**config.mk**
```make
export PLATFORM = sky130hd
export DESIGN_NAME = sprite_blitter
export DESIGN_NICKNAME = d
export VERILOG_FILES = /design/src/rtl/sprite_blitter.sv
export SDC_FILE = /design/constraint.sdc
export NUM_CORES = 1
export LEC_CHECK = 0
export CAP_MARGIN = 20
export CORE_AREA = 2 2 118 120
export DETAILED_ROUTE_END_ITERATION = 8
export DIE_AREA = 0 0 120 122
export GPL_TIMING_DRIVEN = 0
export MAX_ROUTING_LAYER = met4
export PLACE_DENSITY = 0.81
export RECOVER_POWER = 50
export SYNTH_ARGS = -nofsm -noshare
export SYNTH_HDL_FRONTEND = slang
export SYNTH_SLANG_ARGS = --single-unit
export TNS_END_PERCENT = 50
```
**constraint.sdc**
```tcl
create_clock -name clk -period 5.8 [get_ports clk]
set_clock_uncertainty 0.15 [all_clocks]
set_input_delay 1.45 -clock clk [delete_from_list [all_inputs] [get_ports clk]]
set_output_delay 1.45 -clock clk [all_outputs]
set_load 0.02 [all_outputs]
```
**src/rtl/sprite_blitter.sv**
```systemverilog
// rtl/sprite_blitter.sv - frame blitter: background, tile sprites, optional cursor (SPRITE_BLITTER_CURSOR_EN)
module sprite_blitter #(
    parameter int  SCREEN_W  = 320,
    parameter int  SCREEN_H  = 240,
    parameter int  TILE_W    = 17,
    parameter int  TILE_H    = 17,
    parameter int  NUM_TILES = 4,
    parameter int  COLOR_W   = 3,
    parameter int  CURSOR_SZ = 4,
    localparam int XW        = $clog2(SCREEN_W),
    localparam int YW        = $clog2(SCREEN_H),
    localparam int TIW       = (NUM_TILES > 1) ? $clog2(NUM_TILES) : 1
) (
    input  logic               clk,
    input  logic               iReset,
    input  logic               V_SYNC,
    input  logic [XW-1:0]      iMouseX,
    input  logic [YW-1:0]      iMouseY,
    output logic [TIW-1:0]     oTileIdx,
    input  logic               iTileValid,
    input  logic [XW-1:0]      iTileX,
    input  logic [YW-1:0]      iTileY,
    input  logic [7:0]         iTileGlyph,
    output logic               oRomSel,
    output logic [19:0]        oRomAddr,
    input  logic [COLOR_W-1:0] iRomData,
    output logic [XW-1:0]      x,
    output logic [YW-1:0]      y,
    output logic [COLOR_W-1:0] color,
    output logic               writeEn,
    output logic               oBusy,
    output logic               oMissed
);

    typedef enum logic [2:0] {S_IDLE, S_BACK, S_TFETCH, S_TDRAW, S_CURSOR} state_t;

    state_t         state_q;
    logic [XW-1:0]  cx_q;
    logic [YW-1:0]  cy_q;
    logic [TIW-1:0] slot_q;
    logic [XW-1:0]  tile_x_q;
    logic [YW-1:0]  tile_y_q;
    logic [7:0]     glyph_q;
    logic           vs_prev_q;
    logic           busy_q;
    logic           missed_q;
    logic           wr_q;
    logic           rom_src_q;
    logic [XW-1:0]  x_q;
    logic [YW-1:0]  y_q;

    logic           vs_fall;
    logic           issue;
    logic           on_screen;
    logic [XW:0]    px;
    logic [YW:0]    py;
    logic [XW:0]    cur_x0;
    logic [YW:0]    cur_y0;

    assign vs_fall = vs_prev_q & ~V_SYNC;

`ifdef SPRITE_BLITTER_CURSOR_EN
    localparam state_t AFTER_TILES = S_CURSOR;

    logic [XW-1:0] mouse_x_q;
    logic [YW-1:0] mouse_y_q;

    // Cursor origin centred on the mouse; negative results wrap high and are clipped
    assign cur_x0 = {1'b0, mouse_x_q} - (XW+1)'(CURSOR_SZ / 2);
    assign cur_y0 = {1'b0, mouse_y_q} - (YW+1)'(CURSOR_SZ / 2);

    // Capture the mouse once per frame so the cursor cannot tear mid-draw
    always_ff @(posedge clk) begin
        if (iReset) begin
            mouse_x_q <= '0;
            mouse_y_q <= '0;
        end else if (state_q == S_IDLE && vs_fall) begin
            mouse_x_q <= iMouseX;
            mouse_y_q <= iMouseY;
        end
    end
`else
    localparam state_t AFTER_TILES = S_IDLE;

    logic unused_mouse;
    assign unused_mouse = ^{iMouseX, iMouseY};
    assign cur_x0       = '0;
    assign cur_y0       = '0;
`endif

    // Screen position of the pixel issued this cycle, one bit wide of the screen range
    always_comb begin
        px    = '0;
        py    = '0;
        issue = 1'b0;
        case (state_q)
            S_BACK: begin
                px    = {1'b0, cx_q};
                py    = {1'b0, cy_q};
                issue = 1'b1;
            end
            S_TDRAW: begin
                px    = {1'b0, tile_x_q} + {1'b0, cx_q};
                py    = {1'b0, tile_y_q} + {1'b0, cy_q};
                issue = 1'b1;
            end
            S_CURSOR: begin
                px    = cur_x0 + {1'b0, cx_q};
                py    = cur_y0 + {1'b0, cy_q};
                issue = 1'b1;
            end
            default: ;
        endcase
    end

    assign on_screen = (px < (XW+1)'(SCREEN_W)) && (py < (YW+1)'(SCREEN_H));

    // ROM address for the current pixel: background raster or glyph sub-image
    always_comb begin
        oRomAddr = '0;
        if (state_q == S_BACK) begin
            oRomAddr = 20'(cy_q) * 20'(SCREEN_W) + 20'(cx_q);
        end else if (state_q == S_TDRAW) begin
            oRomAddr = 20'(glyph_q) * 20'(TILE_W * TILE_H) + 20'(cy_q) * 20'(TILE_W) + 20'(cx_q);
        end
    end

    // Frame sequencer plus the single write-pipeline stage
    always_ff @(posedge clk) begin
        if (iReset) begin
            state_q   <= S_IDLE;
            cx_q      <= '0;
            cy_q      <= '0;
            slot_q    <= '0;
            tile_x_q  <= '0;
            tile_y_q  <= '0;
            glyph_q   <= '0;
            vs_prev_q <= 1'b0;
            busy_q    <= 1'b0;
            missed_q  <= 1'b0;
            wr_q      <= 1'b0;
            rom_src_q <= 1'b0;
            x_q       <= '0;
            y_q       <= '0;
        end else begin
            vs_prev_q <= V_SYNC;
            missed_q  <= vs_fall && (state_q != S_IDLE);
            wr_q      <= issue && on_screen;
            rom_src_q <= (state_q != S_CURSOR);
            x_q       <= px[XW-1:0];
            y_q       <= py[YW-1:0];
            case (state_q)
                S_IDLE: begin
                    busy_q <= 1'b0;
                    cx_q   <= '0;
                    cy_q   <= '0;
                    slot_q <= '0;
                    if (vs_fall) begin
                        state_q <= S_BACK;
                        busy_q  <= 1'b1;
                    end
                end
                S_BACK: begin
                    if (cx_q == XW'(SCREEN_W - 1)) begin
                        cx_q <= '0;
                        if (cy_q == YW'(SCREEN_H - 1)) begin
                            cy_q    <= '0;
                            slot_q  <= '0;
                            state_q <= S_TFETCH;
                        end else begin
                            cy_q <= cy_q + YW'(1);
                        end
                    end else begin
                        cx_q <= cx_q + XW'(1);
                    end
                end
                S_TFETCH: begin
                    cx_q <= '0;
                    cy_q <= '0;
                    if (iTileValid) begin
                        tile_x_q <= iTileX;
                        tile_y_q <= iTileY;
                        glyph_q  <= iTileGlyph;
                        state_q  <= S_TDRAW;
                    end else if (slot_q == TIW'(NUM_TILES - 1)) begin
                        state_q <= AFTER_TILES;
                    end else begin
                        slot_q <= slot_q + TIW'(1);
                    end
                end
                S_TDRAW: begin
                    if (cx_q == XW'(TILE_W - 1)) begin
                        cx_q <= '0;
                        if (cy_q == YW'(TILE_H - 1)) begin
                            cy_q <= '0;
                            if (slot_q == TIW'(NUM_TILES - 1)) begin
                                state_q <= AFTER_TILES;
                            end else begin
                                slot_q  <= slot_q + TIW'(1);
                                state_q <= S_TFETCH;
                            end
                        end else begin
                            cy_q <= cy_q + YW'(1);
                        end
                    end else begin
                        cx_q <= cx_q + XW'(1);
                    end
                end
                S_CURSOR: begin
                    if (cx_q == XW'(CURSOR_SZ - 1)) begin
                        cx_q <= '0;
                        if (cy_q == YW'(CURSOR_SZ - 1)) begin
                            cy_q    <= '0;
                            state_q <= S_IDLE;
                        end else begin
                            cy_q <= cy_q + YW'(1);
                        end
                    end else begin
                        cx_q <= cx_q + XW'(1);
                    end
                end
                default: state_q <= S_IDLE;
            endcase
        end
    end

    assign oTileIdx = slot_q;
    assign oRomSel  = (state_q == S_TDRAW);
    assign x        = x_q;
    assign y        = y_q;
    assign writeEn  = wr_q;
    assign color    = (wr_q && rom_src_q) ? iRomData : '0;
    assign oBusy    = busy_q;
    assign oMissed  = missed_q;

endmodule

```
==> results.yml <==
status:
  status: "finished, violations left"
  failed_checks: "setup timing"
synthesis:
  ys_types: 63
  yosysSeqAreaShare_pct: 23.2
  async_flop_share_pct: 0
  muxShareOfSynthArea_pct: 1.55
  synth_ff_type: "dfxtp_1"
  syn_avg_cell_area_sq_um: 8.25
  netlist_instances: 712
  synth_top_family_by_area: "adder cells"
  synth_edf_count: 0
  synth-xor-area-share_pct: 6.41
  synth_commonest_cells: "ha_1, nand2_1, inv_1, dfxtp_1, a21oi_1"
  yosys.area_share.simple_pct: 16.7
  synth-adder-area-share_pct: 27.5
  synth.largest_area_cell: "dfxtp_1"
  yosysWarnings: 0
  synthTopCellsByArea: "dfxtp_1, ha_1, fa_1"
  yosysTopAreaCellShare_pct: 23.2
  syn_area_sq_mm: 0.00588
  ys_ff_latch: 68
  synth.most_common_cell: "ha_1"
  synth_compound_area_share_pct: 18.0
setup_path:
  slowest_stage: "fa_1"
  path_class: "register to output pin"
  crit_top_cell: "ha_4"
  crit_chain: "ha_4 -> ha_4 -> fa_1 -> inv_1 -> fa_1 -> inv_2 -> ha_4 -> inv_2 -> fa_1 -> inv_2 -> ha_4 -> buf_6 -> o21a_1 -> o21ai_2 -> a31oi_2 -> o22ai_2 -> o211ai_1 -> a21oi_1 -> nor3b_2 -> buf_4"
  cp.required_ns: 4.20
  max_stage_delay_ns: 0.49
  start_kind: "register"
  cp_max_fo: 4
  cp.arrival_ns: 4.57
  end_kind: "output pin"
sta:
  layout_min_cycle_time_ns: 6.17
  hold_viol: 0
  fmax_mhz: 162
  min_period_over_period_pct: 106
  hold_ws_ns: 0.308
  finalWorstSetupSlack_ns: -0.366
  tightest_slew_ns: 0.922
  slew_violations: 0
  setup_violations: 9
  setup_tns_ns: -2.25
  rsz0062_at_grt: "true"
  max-slew-margin-rel_pct: 38.6
place:
  dp_slack_ns: -0.807
  port_buffers: 74
  place_congestion: 0.890
  dpl_cell_area_sq_mm: 0.00691
  dp.final_hpwl_mm: 12.0
floorplanning:
  ios: 95
  start_util_pct: 43.5
  die_w_um: 120
  rows: 43
  design.die.area_sq_mm: 0.0146
  die_h_um: 122
  core_sq_mm: 0.0135
cells_and_area:
  multi_input_area_sq_mm: 0.00436
  diodes: 0
  nets: 987
  drive_above_1_share_pct: 12.0
  area_delta_synth_final_pct: 28.2
  fill_cells: 1171
  regArea_sq_mm: 0.00139
  fin_area_sq_mm: 0.00753
run:
  drv_cap: 0
clock_tree:
  cts_tree: "yes"
  clk_pin_slew_ns: 0.05
  cts_num_sinks: 68
  htreeDepth: 3
  clk_latency_ns: 0.34
  clockRootBuffer: "clkbuf_16"
  cts_buffers: 9
  cts_buffer_depth: 2
routing:
  num_vias: 5485
  routedWlPerCell_um: 15.9
  ant_nets: 0
  vias_per_cell: 5.45
  dr.pass1.iters: 5
  first_iter_violations: 402
  routed_wl_mm: 16.0
  drc_errors: 0
global_routing:
  grt_pass1_wl_mm: 25.2
  antenna_found_initial: 0
  track_usage_pct: 22.7
  grt_overflow: 0
  grt_pass1_vias: 5252
  grt_max_degree: 13
power_and_ir_drop:
  ir_drop_uv: 203
  leakage_nw: 3.35
  p_per_area_mw_per_mm2: 213
worst_hold_path:
  worstHoldPathType: "register to register"
[cell families after synthesis]
| group | count (synthesis) |
|---|---|
| and+or+nand+nor | 211 |
| other | 1 |
| AOI/OAI and AO/OA | 166 |
| buffers and inverters | 98 |
| xor gates and xnor gates | 43 |
| DFF | 68 |
| muxes | 9 |
| adders and majority gates | 116 |
[state kept, by name, indices dropped and copies added (netlist names)]
| signal | count |
|---|---|
| rom_src_q | 1 |
| y | 8 |
| cx_q | 9 |
| tile_y_q | 8 |
| writeEn | 1 |
| state_q | 2 |
| cy_q | 8 |
| tile_x_q | 9 |
| vs_prev_q | 1 |
| oTileIdx | 2 |
| oMissed | 1 |
| x | 9 |
| oBusy | 1 |
| glyph_q | 8 |
[stage by stage]
stage | cells | total power, mW | utilization (%)
2_1_floorplan | 713 | 0.875 | -
3_3_place_gp | 967 | 1.05 | 51.2
3_5_place_dp | 967 | 1.06 | 51.2
4_1_cts | 989 | 1.59 | 53.9
5_1_grt | 1007 | 1.68 | 55.8
6_report | 1007 | 1.60 | 55.8
[metal layers]
metal | part of all wire, % | global-route usage, %
met4 | 4.5 | 12.1
met5 | 0 | -
met1 | 42 | 27.6
met3 | 7.2 | 3.42
met2 | 46 | 36.5
[final timing paths]
path                                                from                  endpoint  slack (ns)  cells after the start
worst min-delay path            tile_y_q[6]$_SDFFE_PP0P_  tile_y_q[6]$_SDFFE_PP0P_        0.31                      2
worst max-delay path                cy_q[7]$_SDFFE_PP0P_              oRomAddr[17]       -0.37                     20
worst min register to register  tile_y_q[6]$_SDFFE_PP0P_  tile_y_q[6]$_SDFFE_PP0P_        0.31                      2
worst max register to register      cx_q[1]$_SDFFE_PP0P_      cy_q[4]$_SDFFE_PP0P_        2.68                      8
[final cells by class]
type                    instances  area share [%]
plain buffers                  24            1.41
clock buffers                  14            3.24
clock inverters                 2           0.465
inverters                      74            3.69
multi-input cells             547            57.9
flip-flops and latches         68            18.5
well taps                     180            2.99
repair buffers                 98            11.9
[report_power, final]
part           switching (mW)  internal, mW
Clock                   0.193         0.332
Sequential             0.0308         0.497
Combinational           0.349         0.202
Total                   0.572          1.03
[placed cells by master, fill, tap and decap left out, types with 3 or more instances in the layout]
cell / count
o21ai_2: 3
clkbuf_1: 21
o21a_1: 5
a21o_1: 12
ha_1: 85
buf_1: 3
o21bai_1: 5
or3_1: 6
o21ai_1: 7
dfxtp_4: 8
buf_4: 37
nand2_1: 80
clkbuf_16: 9
nor3_1: 8
nand3_1: 16
a211oi_1: 14
fa_1: 22
dlygate4sd3_1: 19
clkdlybuf4s50_1: 43
o22ai_1: 5
nand4_1: 5
inv_2: 6
a211oi_2: 4
dfxtp_1: 59
nor4_1: 3
nor2b_1: 6
o21ai_0: 17
xor2_1: 7
a21oi_1: 66
nor2_1: 59
and3_1: 7
nand2b_1: 4
mux2i_1: 8
inv_1: 68
xnor2_1: 35
nor4b_1: 3
a31oi_1: 4
ha_4: 9
[timing repair]
item                       4_1_cts  5_1_grt
hold buffers                     0        0
buffers inserted                 6       18
resized for setup               77       27
setup endpoints to repair       13       12
pin swaps                       19       23
[critical path: cells and delay by family, from the launching register on]
kind	cells	cell delay, ns
DFF	1	0.35
adders and majority gates	7	2.38
AOI/OAI and AO/OA	6	0.88
buffers and inverters	6	0.43
and+or+nand+nor	1	0.17
Power figures use the tool's default switching activity.
